File: config.mk
export PLATFORM = sky130hd
export DESIGN_NAME = irq_ctrl_n_flat
export DESIGN_NICKNAME = d
export VERILOG_FILES = /design/src/rtl/irq_ctrl_n_if.sv /design/src/rtl/irq_ctrl_n.sv /design/src/flat_wrapper.sv
export SDC_FILE = /design/constraint.sdc
export NUM_CORES = 1
export LEC_CHECK = 0
export ABC_AREA = 1
export BUFFER_PORTS_ARGS = -buffer_cell sky130_fd_sc_hd__buf_2
export CAP_MARGIN = 20
export CORE_UTILIZATION = 40
export CTS_BUF_LIST = sky130_fd_sc_hd__clkbuf_2 sky130_fd_sc_hd__clkbuf_4 sky130_fd_sc_hd__clkbuf_8
export DETAILED_ROUTE_END_ITERATION = 6
export PLACE_DENSITY = 0.66
export SLEW_MARGIN = 0
export SYNTH_ARGS = -nofsm -noshare
export SYNTH_HDL_FRONTEND = slang
export SYNTH_SLANG_ARGS = --single-unit
export TNS_END_PERCENT = 50
File: constraint.sdc
create_clock -name clk -period 3 [get_ports clk]
set_input_delay 0.3 -clock clk [delete_from_list [all_inputs] [get_ports clk]]
set_output_delay 0.3 -clock clk [all_outputs]
set_load 0.02 [all_outputs]
File: src/rtl/irq_ctrl_n_if.sv
// Bus bundle between the interrupt controller and its host: mmapper register
// port, raw interrupt lines and the CPU eip/eip_reply handshake.
interface irq_ctrl_n_if #(
    parameter int unsigned NUM_SRC = 8
);
    logic [NUM_SRC-1:0] irq_src;
    logic [2:0]         a;
    logic [31:0]        d;
    logic               we;
    logic [31:0]        spo;
    logic               interrupt;
    logic               int_istimer;
    logic               int_reply;
    logic [4:0]         int_id;

    modport master (
        output irq_src, a, d, we, int_reply,
        input  spo, interrupt, int_istimer, int_id
    );

    modport slave (
        input  irq_src, a, d, we, int_reply,
        output spo, interrupt, int_istimer, int_id
    );
endinterface

File: src/rtl/irq_ctrl_n.sv
// Parametrised interrupt controller: edge/level capture, enable masks, fixed
// priority (source 0 highest) and a one-at-a-time request/claim/complete flow.
module irq_ctrl_n #(
    parameter int unsigned NUM_SRC   = 8,
    parameter int unsigned TIMER_SRC = 0,
    parameter logic [31:0] EDGE_MASK = 32'hFFFF_FFFF
) (
    input logic         clk,
    input logic         rst_n,
    irq_ctrl_n_if.slave bus
);
    localparam int unsigned ID_W = 5;
    localparam logic [NUM_SRC-1:0] EDGE_M = EDGE_MASK[NUM_SRC-1:0];

    typedef enum logic [1:0] {
        ST_IDLE    = 2'd0,
        ST_ASSERT  = 2'd1,
        ST_SERVICE = 2'd2
    } state_t;

    state_t             r_state, w_state_nxt;
    logic [ID_W-1:0]    r_id, w_id_nxt, w_win;
    logic               r_irq, r_istimer, r_gen;
    logic [NUM_SRC-1:0] r_prev, r_pend, r_en, r_ovr;
    logic [NUM_SRC-1:0] w_rise, w_cand, w_id_hot, w_reply_clr, w_d_src;
    logic [NUM_SRC-1:0] w_pend_clr, w_ovr_clr, w_pend_nxt, w_ovr_nxt;
    logic               w_wr_pend, w_wr_en, w_wr_gen, w_wr_cmpl, w_wr_ovr;
    logic [31:0]        w_spo;
    logic               w_unused_d;

    assign w_d_src    = bus.d[NUM_SRC-1:0];
    assign w_unused_d = ^bus.d;
    assign w_wr_pend  = bus.we && (bus.a == 3'd0);
    assign w_wr_en    = bus.we && (bus.a == 3'd1);
    assign w_wr_gen   = bus.we && (bus.a == 3'd2);
    assign w_wr_cmpl  = bus.we && (bus.a == 3'd4);
    assign w_wr_ovr   = bus.we && (bus.a == 3'd5);

    assign w_rise = bus.irq_src & ~r_prev;
    assign w_cand = r_gen ? (r_pend & r_en) : '0;

    // Lowest-index candidate wins
    always_comb begin
        w_win = '0;
        for (int i = NUM_SRC - 1; i >= 0; i--) begin
            if (w_cand[i]) w_win = ID_W'(i);
        end
    end

    always_comb begin
        w_id_hot = '0;
        for (int unsigned i = 0; i < NUM_SRC; i++) begin
            w_id_hot[i] = (r_id == ID_W'(i));
        end
    end

    always_comb begin
        w_state_nxt = r_state;
        w_id_nxt    = r_id;
        w_reply_clr = '0;
        case (r_state)
            ST_IDLE: begin
                if (|w_cand) begin
                    w_state_nxt = ST_ASSERT;
                    w_id_nxt    = w_win;
                end
            end
            ST_ASSERT: begin
                if (bus.int_reply) begin
                    w_state_nxt = ST_SERVICE;
                    w_reply_clr = w_id_hot;
                end else if (!(|(w_cand & w_id_hot))) begin
                    w_state_nxt = ST_IDLE;
                end
            end
            ST_SERVICE: begin
                if (w_wr_cmpl && (bus.d[ID_W-1:0] == r_id)) w_state_nxt = ST_IDLE;
            end
            default: w_state_nxt = ST_IDLE;
        endcase
    end

    always_ff @(posedge clk or negedge rst_n) begin
        if (!rst_n) begin
            r_state   <= ST_IDLE;
            r_id      <= '0;
            r_irq     <= 1'b0;
            r_istimer <= 1'b0;
        end else begin
            r_state   <= w_state_nxt;
            r_id      <= w_id_nxt;
            r_irq     <= (w_state_nxt == ST_ASSERT);
            r_istimer <= (w_state_nxt == ST_ASSERT) && (w_id_nxt == ID_W'(TIMER_SRC));
        end
    end

    // New edges win over any same-cycle clear; level sources just follow the line
    assign w_pend_clr = (w_wr_pend ? w_d_src : '0) | w_reply_clr;
    assign w_ovr_clr  = w_wr_ovr ? w_d_src : '0;
    assign w_pend_nxt = (EDGE_M & ((r_pend & ~w_pend_clr) | w_rise)) | (~EDGE_M & bus.irq_src);
    assign w_ovr_nxt  = EDGE_M & ((r_ovr & ~w_ovr_clr) | (w_rise & r_pend));

    always_ff @(posedge clk or negedge rst_n) begin
        if (!rst_n) begin
            r_prev <= '0;
            r_pend <= '0;
            r_ovr  <= '0;
            r_en   <= '0;
            r_gen  <= 1'b0;
        end else begin
            r_prev <= bus.irq_src;
            r_pend <= w_pend_nxt;
            r_ovr  <= w_ovr_nxt;
            if (w_wr_en)  r_en  <= w_d_src;
            if (w_wr_gen) r_gen <= bus.d[0];
        end
    end

    always_comb begin
        w_spo = '0;
        case (bus.a)
            3'd0:    w_spo = 32'(r_pend);
            3'd1:    w_spo = 32'(r_en);
            3'd2:    w_spo = {31'b0, r_gen};
            3'd3:    w_spo = {(r_state == ST_SERVICE), 26'b0, r_id};
            3'd5:    w_spo = 32'(r_ovr);
            3'd6:    w_spo = 32'(r_state);
            3'd7:    w_spo = 32'(NUM_SRC);
            default: w_spo = '0;
        endcase
    end

    assign bus.spo         = w_spo;
    assign bus.interrupt   = r_irq;
    assign bus.int_istimer = r_istimer;
    assign bus.int_id      = r_id;
endmodule

File: src/flat_wrapper.sv
// flat-port wrapper written by rule: the top's interface ports become plain ports
module irq_ctrl_n_flat 
#(
    parameter int unsigned NUM_SRC   = 8,
    parameter int unsigned TIMER_SRC = 0,
    parameter logic [31:0] EDGE_MASK = 32'hFFFF_FFFF
)
  (clk, rst_n, bus_irq_src, bus_a, bus_d, bus_we, bus_int_reply, bus_spo, bus_interrupt, bus_int_istimer, bus_int_id);
  irq_ctrl_n_if #(.NUM_SRC(NUM_SRC)) bus_i ();
  input logic clk;
  input logic rst_n;
  input wire logic [$bits(bus_i.irq_src)-1:0] bus_irq_src;
  input wire logic [$bits(bus_i.a)-1:0] bus_a;
  input wire logic [$bits(bus_i.d)-1:0] bus_d;
  input wire logic [$bits(bus_i.we)-1:0] bus_we;
  input wire logic [$bits(bus_i.int_reply)-1:0] bus_int_reply;
  output wire logic [$bits(bus_i.spo)-1:0] bus_spo;
  output wire logic [$bits(bus_i.interrupt)-1:0] bus_interrupt;
  output wire logic [$bits(bus_i.int_istimer)-1:0] bus_int_istimer;
  output wire logic [$bits(bus_i.int_id)-1:0] bus_int_id;
  assign bus_i.irq_src = bus_irq_src;
  assign bus_i.a = bus_a;
  assign bus_i.d = bus_d;
  assign bus_i.we = bus_we;
  assign bus_i.int_reply = bus_int_reply;
  assign bus_spo = bus_i.spo;
  assign bus_interrupt = bus_i.interrupt;
  assign bus_int_istimer = bus_i.int_istimer;
  assign bus_int_id = bus_i.int_id;
  irq_ctrl_n #(.NUM_SRC(NUM_SRC), .TIMER_SRC(TIMER_SRC), .EDGE_MASK(EDGE_MASK)) u_core (.clk(clk), .rst_n(rst_n), .bus(bus_i));
endmodule
==> run_results.csv, run 1 <==
group,metric,value,unit
drt,vias,2116,
sta,slew_headroom,38.34,%
synthesis,async_flop_share,100.0,%
min_path,hold_path_class,"primary input to register",
run_status,outcome,"finished, final reports clean",
cells_and_area,diodes,0,
sta,hold-worst-slack,120.0,ps
clock_tree,clk_pin_slew_worst_paths,80,ps
setup_path,critPathKind,"primary input to output pin",
die,rows,28,
drt,drt_wl_total,5887,um
clock_tree,cts_setup_buffers,0,
clock_tree,clk_latency,290,ps
drt,wl_per_cell,13.72,um
clock_tree,cts_buffers,5,
drt,drcViolationCount,0,
sta,setup_viol,0,
die,pin_count,86,
synthesis,synth_top_area_share,41.94,%
sta,skew,6.108,ps
synthesis,ys_ff_latch,42,
sta,setup_tns,0,ps
clock_tree,hold_buffers,0,
cells_and_area,area_delta_synth_final,12.63,%
drt,drt-pass1-iter-count,5,
placed_design,place_hpwl,4467,um
pwr,powerDensity,750.1,nW/um^2
pwr,cellLeakagePower,0.001460,uW
synthesis,netlist_instances,311,
synthesis,netlist_area,2506,um^2
synthesis,syn_avg_cell_area,8.058,um^2
clock_tree,cts_buffer_depth,2,
drt,via_per_inst,4.932,
placed_design,place.gp.congestion,0.9261,
die,die_area,6586,um^2
synthesis,yosys-top-cells-area,"dfrtp_1 (42%), nand2_1 (10%), buf_4 (6.9%), inv_1 (6.7%), o21ai_0 (6.2%)",
die,core,5991,um^2
synthesis,synth_top_area_cell,"dfrtp_1",
grt,track_usage,20.09,%
drt,drtAntennaViolNets,0,
synthesis,synth-main-ff-cell,"dfrtp_1",
die,start_util,41.83,%
pwr,ir_worst_vdd,0.3491,mV
synthesis,yosysMostFrequentCell,"nand2_1",
setup_path,required,2700,ps
sta,slew_viol_final,0,
drt,drtIter0Drc,135,
sta,rsz0062_at_grt,"no",
grt,grt_pass1_wl,9825,um
sta,worst_pin_slew,924.9,ps
synthesis,synth_commonest_cells,"nand2_1 (70), inv_1 (45), dfrtp_1 (42)",
clock_tree,cts_resized,0,
clock_tree,root_buffer,"clkbuf_8",
placed_design,dp_cells,421,
setup_path,cp-end-kind,"output pin",
grt,antenna_found_initial,0,
cells_and_area,stdcell_count,429,
setup_path,r2r-start,"u_core.r_gen",
cells_and_area,nFillCells,590,
setup_path,worst_setup_path_start_kind,"primary input",
setup_path,cp.arrival,1560,ps
clock_tree,cts-htree-levels,2,
min_path,hold_start,"bus_irq_src[5]",
die,die_w,81.16,um
cells_and_area,drive_above_1_share,19.77,%
clock_tree,cts_tree,"yes",
synthesis,yosysSeqAreaShare,41.94,%
sta,final-hold-violation-count,0,
synthesis,synth_cell_types,34,
placed_design,io_buffers,38,
sta,min_period_over_period,62.04,%
clock_tree,clkSinkCount,42,
setup_path,path_max_fanout,5,
die,fp.dieH,81.16,um
grt,grt_start_max_net_pins,43,
grt,grt-ovfl-total,0,
cells_and_area,nets,400,
grt,grt_pass1_vias,2094,
synthesis,synth_edf_count,0,
sta,period_needed,1861,ps
job,drv_cap,0,
setup_path,crit_start,"bus_a[1]",
synthesis,ys_warn_count,0,
sta,fmax,537.3,MHz
[critical path: stages]
cell and delay, ps:
buf_2 120, inv_1 90, nand2_1 80, nor2_1 300, inv_1 220, nor2_1 130, a221oi_1 60, nand2_1 110
buf_2 160
[final timing paths]
kind	endpoint	slack [ps]	depth (start not counted)
setup reg to reg	u_core.bus.int_istimer	1290	10
hold reg to reg	u_core.r_ovr[3]	510	3
setup / recovery	bus_spo[0]	1140	9
max in group asynchronous	u_core.r_state[0]	2290	1
min in group asynchronous	u_core.r_prev[1]	140	1
hold / removal	u_core.r_prev[5]	120	1
[layout by cell type, fill, tap and decap left out, types with 3 or more instances in the layout]
cell       netlist  layout
nor2_1          22      22
a21oi_1          3       3
nor3_1           7       7
o211ai_1         4       4
buf_2            1      38
nand2_1         70      70
o21ai_0         31      31
nand2_4          3       3
a221oi_1         3       3
nand3_1         11      11
o2111ai_1        3       3
nand2_2          3       3
nand3_4          6       6
clkbuf_8         0       6
inv_1           45      45
conb_1           1      23
o22ai_1          4       4
o21ai_1          8       8
dfrtp_1         42      42
[kinds of logic after synthesis]
kind of cell | synth area share [%]
AO/OA/AOI/OAI | 15.53
XOR/XNOR | 0.3495
buffers and inverters | 15.18
AND/OR/NAND/NOR | 26.86
other | 0.1496
flip-flops | 41.94
[state kept, by name, indices dropped and copies added, names as in the netlist]
signal,cells
u_core.bus.int_id,5
u_core.bus.int_istimer,1
u_core.bus.interrupt,1
u_core.r_en,8
u_core.r_gen,1
u_core.r_ovr,8
u_core.r_pend,8
u_core.r_prev,8
u_core.r_state,2
[report_power, final]
group	internal, uW	leakage, uW	switching, uW
sequential	673	0.000473	122
combinational	254	0.000916	526
clock	355	0.0000714	189
total	1280	0.00146	836
[cell type report]
| type | count | area, um^2 | area share (%) |
|---|---|---|---|
| Clock inverter | 2 | 60.06 | 2.128 |
| Timing Repair Buffer | 39 | 197.7 | 7.004 |
| Multi-Input combinational cell | 217 | 1157 | 41.00 |
| Sequential cell | 42 | 1051 | 37.23 |
| Inverter | 48 | 180.2 | 6.383 |
| Tap cell | 75 | 93.84 | 3.324 |
| Clock buffer | 6 | 82.58 | 2.926 |
[stage by stage]
stage	area (um^2)	setup slack (ps)	total power (uW)	utilization [%]
after floorplan	2589	1563	1404	-
after global routing	2823	1026	2272	47.12
after detailed placement	2680	1157	1575	44.74
after global placement	2680	1182	1562	44.74
final	2823	1139	2117	47.12
after CTS	2823	1163	2130	47.12
[routing by layer]
layer	up-vias	share of wire, %	track usage, %
li1	1046	-	-
met3	11	5.6	3.708
met2	89	48	32.61
met1	970	45	25.92
met4	0	1.5	9.107
met5	-	0	0
Note: power is estimated with default switching activity, not from simulation.
==> inputs of run 2 (changes only) <==
- ABC_AREA: 1 -> 0
- PLACE_DENSITY: 0.66 -> 0.69
- clock period: 3 -> 1.64 ns (I/O delays scaled with it)
==> run 2 against run 1 <==
Effect of this change:
- the run now ends with setup timing left
- register-to-register slack worse by 1300 ps
- sequential power is 84% higher
- clock skew is 5.5 ps higher
- combinational power is 96% higher
- critical path type is now register to output pin
==> run_results.csv, run 2 <==
group,metric,value,unit
sta,setup_tns,-54.46,ps
synthesis,ys_ff_latch,42,
die,die_w,79.46,um
job,drv_cap,0,
die,pin_count,86,
synthesis,netlist_instances,255,
synthesis,yosys-top-cells-area,"dfrtp_1 (44%), buf_4 (7.2%), nand2_1 (7.0%), mux2_2 (5.6%), a32o_1 (2.5%)",
run_status,violations,"setup timing",
pwr,powerDensity,1220,nW/um^2
cells_and_area,nets,380,
sta,setup_viol,2,
drt,drtAntennaViolNets,0,
drt,wl_per_cell,14.96,um
cells_and_area,area_delta_synth_final,25.44,%
die,start_util,42.54,%
grt,grt_pass1_wl,10040,um
clock_tree,cts_buffers,5,
drt,drt-pass1-iter-count,4,
sta,hold-worst-slack,115.9,ps
clock_tree,cts-htree-levels,2,
grt,grt_pass1_vias,2075,
synthesis,synth_top_area_cell,"dfrtp_1",
sta,skew,11.64,ps
drt,drcViolationCount,0,
die,core,5642,um^2
cells_and_area,nFillCells,544,
drt,via_per_inst,5.236,
cells_and_area,final_core_util,53.36,%
clock_tree,clkSinkCount,42,
clock_tree,clk_latency,310,ps
synthesis,syn_avg_cell_area,9.411,um^2
synthesis,ys_warn_count,0,
synthesis,synth-main-ff-cell,"dfrtp_1",
placed_design,place.gp.congestion,0.9195,
setup_path,cp.arrival,1510,ps
setup_path,r2r_slack,-20,ps
min_path,hold_start,"bus_d[6]",
setup_path,critPathKind,"register to output pin",
drt,drtIter0Drc,179,
synthesis,async_flop_share,100.0,%
setup_path,critical_path.slowest_cell,"dfrtp_2",
grt,grt_start_max_net_pins,24,
setup_path,cp-end-kind,"output pin",
drt,drt_wl_total,6075,um
grt,track_usage,21.31,%
grt,antenna_found_initial,0,
placed_design,io_buffers,38,
clock_tree,cts_buffer_depth,2,
pwr,ir_worst_vdd,0.7034,mV
synthesis,synth_top_area_share,43.80,%
setup_path,worst_setup_path_start_kind,"register",
cells_and_area,final_common_cell,"nand2_1",
synthesis,yosysMostFrequentCell,"nand2_1",
placed_design,place_hpwl,4502,um
setup_path,cpPeakStageDelay,410,ps
synthesis,netlist_area,2400,um^2
placed_design,dp_cells,382,
clock_tree,cts_tree,"yes",
sta,fmax,595.8,MHz
sta,worst_slack,-38.39,ps
pwr,cellLeakagePower,0.001387,uW
setup_path,timing.rr.end,"u_core.bus.int_istimer",
setup_path,r2r-start,"u_core.r_pend[1]",
drt,vias,2126,
cells_and_area,finalInstanceArea,3010,um^2
die,rows,27,
synthesis,synth_commonest_cells,"nand2_1 (45), dfrtp_1 (42), buf_4 (23)",
setup_path,path_cells,"buf_4, mux2i_1, nor2_1, a311oi_1, a31oi_1, buf_2",
sta,min_period_over_period,102.3,%
sta,period_needed,1678,ps
cells_and_area,diodes,0,
setup_path,path_max_fanout,3,
min_path,hold_path_class,"primary input to register",
min_path,min_to,"u_core.r_en[6]",
cells_and_area,drive_above_1_share,31.14,%
setup_path,r2r_cells,6,
die,fp.dieH,79.46,um
cells_and_area,mostFrequentLayoutCells,"nand2_1 (45), dfrtp_1 (39), buf_2 (38), buf_4 (33), conb_1 (23)",
clock_tree,clk_pin_slew_worst_paths,90,ps
placed_design,place_area,2765,um^2
run_status,outcome,"finished, violations left",
synthesis,yosysSeqAreaShare,43.80,%
sta,rsz0062_at_grt,"yes",
setup_path,required,1480,ps
sta,final-hold-violation-count,0,
die,die_area,6313,um^2
grt,grt-ovfl-total,0,
synthesis,synth_cell_types,44,
clock_tree,root_buffer,"clkbuf_8",
synthesis,synth_edf_count,0,
min_path,min_path_cells,2,
cells_and_area,stdcell_count,406,
sta,slew_viol_final,0,
[run 2: cell types whose count changed after synthesis, moves of 6 or more]
cell	before	now
o21ai_1	8	1
a32o_1	0	6
a22oi_1	0	6
mux2i_1	0	6
nand3_4	6	0
nor2_1	22	13
mux2_2	0	12
o21ai_0	31	11
nand2_1	70	45
nor3_1	7	0
inv_1	45	10
[run 2: worst max-delay path by stage]
stage          cells after the start                      to  slack [ps]                 start
3_5_place_dp                       5  u_core.bus.int_istimer          40      u_core.r_pend[3]
3_3_place_gp                       5  u_core.bus.int_istimer          30        u_core.r_en[3]
5_1_grt                            6              bus_spo[1]        -160      u_core.r_pend[1]
2_1_floorplan                      4        u_core.r_pend[4]          40  u_core.bus.int_id[1]
4_1_cts                            6              bus_spo[1]         -60      u_core.r_pend[1]
6_report                           6              bus_spo[1]         -40      u_core.r_pend[1]
[run 2: area by class of cell]
cell class,instances,area (um^2),area share [%]
clock buffer,5,68.82,2.286
clock inverter,3,21.27,0.7066
inverter,10,37.54,1.247
multi-input combinational,193,1190,39.53
sequential,42,1055,35.04
tap,72,90.09,2.993
timing repair buffer,81,548.0,18.20
[run 2: repair_timing]
action / in CTS / in global routing
endpoints found under the hold margin: 27 / 0
hold buffers: 9 / 0
endpoints found under the setup margin: 2 / 7
buffers inserted: 1 / 6
gates cloned: 0 / 0
pin swaps: 1 / 2
resized for setup: 4 / 2
[run 2: power breakdown]
part           internal (uW)  switching [uW]
Sequential              1230             223
Combinational            715             814
Clock                    299             386
[run 2: per-layer routing]
metal / share of wire, % / GRT usage (%) / up-vias
met4: 2.8 / 11.64 / 0
met3: 5.1 / 4.800 / 15
met1: 46 / 28.03 / 1022
li1: - / - / 1021
met2: 46 / 32.31 / 68
met5: 0 / 0 / -
[run 2: cells by family after synthesis]
group,after synthesis,share of synthesized area (%)
AOI/OAI and AO/OA,54,16.84
xor gates and xnor gates,5,1.825
buffers and inverters,42,10.43
DFF,42,43.80
muxes,18,8.134
other,1,0.1563
and+or+nand+nor,93,18.82
[run 2: through the flow]
| stage | power [uW] | setup WS, ps |
|---|---|---|
| floorplan | 2309 | 44.97 |
| global placement | 2831 | 27.34 |
| detailed placement | 2846 | 42.38 |
| CTS | 3568 | -57.98 |
| global route | 3916 | -156.8 |
| finish | 3672 | -38.39 |
[run 2: critical path, delay by kind of cell, from the launching register on]
family,cells,cell delay [ps]
flip-flops,1,410
buffers and inverters,2,310
AO/OA/AOI/OAI,2,290
multiplexers,1,130
AND/OR/NAND/NOR,1,60
==> inputs of run 3 (changes only) <==
- CELL_PAD_IN_SITES_DETAIL_PLACEMENT: not set -> 1
- CELL_PAD_IN_SITES_GLOBAL_PLACEMENT: not set -> 1
- CORE_UTILIZATION: 40 -> 34
- HOLD_SLACK_MARGIN: not set -> 0.06
- PLACE_DENSITY: 0.69 -> not set
- PLACE_DENSITY_LB_ADDON: not set -> 0.1
==> run 3 against run 2 <==
Effect of this change:
- the run now ends clean
- critical path type unchanged
- utilization fell by 6.7 points
- highest routed layer unchanged
- clock skew fell by 3.8 ps
- combinational power rose by 7%
- total power rose by 7.0%
- critical path depth did not move
- clock power rose by 23%
- count of clock-buffer cells in the layout rose by 2
- wire length rose by 17%
==> run_results.csv, run 3 (synthesis results as in run 2) <==
group,metric,value,unit
run_status,outcome,"finished, final reports clean",
setup_path,worst_setup_path_start_kind,"register",
pwr,ir_worst_vdd,0.4039,mV
drt,drcViolationCount,0,
grt,track_usage,21.00,%
pwr,powerDensity,1238,nW/um^2
clock_tree,cts_buffer_depth,2,
setup_path,critical_path.slowest_cell,"dfrtp_1",
sta,fmax,613.7,MHz
clock_tree,root_buffer,"clkbuf_8",
sta,rsz0062_at_grt,"yes",
sta,skew,7.839,ps
grt,grt_pass1_vias,2237,
job,drv_cap,0,
placed_design,place_area,2863,um^2
sta,period_needed,1629,ps
cells_and_area,finalInstanceArea,3172,um^2
die,pin_count,86,
placed_design,place_hpwl,5415,um
setup_path,cpPeakStageDelay,440,ps
drt,drt_wl_total,7111,um
min_path,hold_path_class,"primary input to register",
placed_design,dp_cells,415,
drt,via_per_inst,4.959,
cells_and_area,mostFrequentLayoutCells,"nand2_1 (45), buf_4 (41), dfrtp_1 (38), buf_2 (36), conb_1 (23)",
placed_design,dp_slack,1.524,ps
drt,drtAntennaViolNets,0,
setup_path,cp.arrival,1470,ps
setup_path,critPathKind,"register to output pin",
sta,worst_pin_slew,632.4,ps
clock_tree,clk_latency,290,ps
die,start_util,35.32,%
grt,grt-ovfl-total,0,
sta,worst_slack,10.55,ps
pwr,cellLeakagePower,0.001451,uW
sta,setup_viol,0,
placed_design,place.gp.congestion,0.8702,
setup_path,r2r_slack,60,ps
clock_tree,clkSinkCount,42,
clock_tree,cts_tree,"yes",
clock_tree,cts-htree-levels,2,
die,die_w,86.02,um
cells_and_area,area_delta_synth_final,32.17,%
sta,final-hold-violation-count,0,
cells_and_area,nets,388,
sta,slew_headroom,57.84,%
drt,drtIter0Drc,103,
placed_design,io_buffers,38,
die,die_area,7399,um^2
grt,grt_start_max_net_pins,27,
cells_and_area,drive_above_1_share,34.21,%
cells_and_area,stdcell_count,438,
grt,antenna_found_initial,0,
sta,min_period_over_period,99.36,%
drt,wl_per_cell,16.24,um
setup_path,required,1480,ps
setup_path,path_delay_family,"flip-flops",
setup_path,path_cells,"buf_6, mux2i_1, nor2_1, a31oi_1, o21ai_1, buf_4",
cells_and_area,final_common_cell,"nand2_1",
drt,drt-pass1-iter-count,4,
setup_path,cp-end-kind,"output pin",
grt,grt_pass1_wl,11650,um
clock_tree,clk_pin_slew_worst_paths,80,ps
cells_and_area,final_core_util,46.69,%
pwr,p_total,3928,uW
cells_and_area,diodes,0,
setup_path,path_buf_inv,2,
setup_path,path_max_fanout,3,
die,core,6794,um^2
sta,slew_viol_final,0,
die,rows,30,
drt,vias,2172,
die,fp.dieH,86.02,um
clock_tree,cts_buffers,5,
-- run 3: changes by cell type in the layout (fill, tap and decap cells not counted), moves of 2 or more --
cell,delta
o21ai_0,-2
clkbuf_4,+2
buf_6,+2
buf_2,-2
buf_4,+8
o311ai_1,-2
o21ai_1,+2
-- run 3: path summary, 6_finish.rpt --
check                                 start  cells after the start                      to
min in group asynchronous             rst_n                      2         u_core.r_ovr[0]
max in group asynchronous             rst_n                      3        u_core.r_pend[4]
hold reg to reg            u_core.r_prev[5]                      1        u_core.r_pend[5]
setup reg to reg           u_core.r_pend[1]                      5  u_core.bus.int_istimer
setup / recovery           u_core.r_pend[2]                      6              bus_spo[2]
hold / removal                     bus_d[7]                      2          u_core.r_en[7]
-- run 3: what timing repair did --
action / 4_1_cts / 5_1_grt
hold buffers: 9 / 0
pin swaps: 1 / 2
endpoints found under the setup margin: 4 / 7
setup buffers: 4 / 3
hold endpoints to repair: 32 / 0
gates resized for setup: 7 / 10
-- run 3: per-layer routing --
metal	vias to the layer above	part of all wire, %	track usage (%)
met1	1082	48	28.00
met3	7	3.5	2.887
met4	0	1.1	5.455
met2	50	48	35.79
li1	1033	-	-
met5	-	0	0
-- run 3: final cells by class --
| class | count | area [um^2] |
|---|---|---|
| sequential | 42 | 1056 |
| clock inverter | 1 | 30.03 |
| fill | 818 | 3622 |
| inverter | 10 | 37.54 |
| tap | 96 | 120.1 |
| clock buffer | 7 | 83.83 |
| timing repair buffer | 89 | 620.6 |
| multi-input combinational | 193 | 1224 |
-- run 3: worst reg2reg max path: cells and delay by family, from the launching register on --
| kind | cells | cell delay [ps] |
|---|---|---|
| flip-flops | 1 | 370 |
| buffers and inverters | 1 | 140 |
| AO/OA/AOI/OAI | 4 | 960 |
-- run 3: stage by stage --
step / TNS (ps) / hold slack, ps
final: 0 / 138.3
after global routing: -228.4 / 124.3
after CTS: 0 / 132.2
after detailed placement: 0 / 215.2
after global placement: 0 / 221.7
after floorplan: 0 / -131.6
-- run 3: report_power, final --
part           switching, uW  internal [uW]  total (uW)
sequential               214           1230        1450
clock                    357            489         846
combinational            878            755        1630
total                   1450           2480        3930
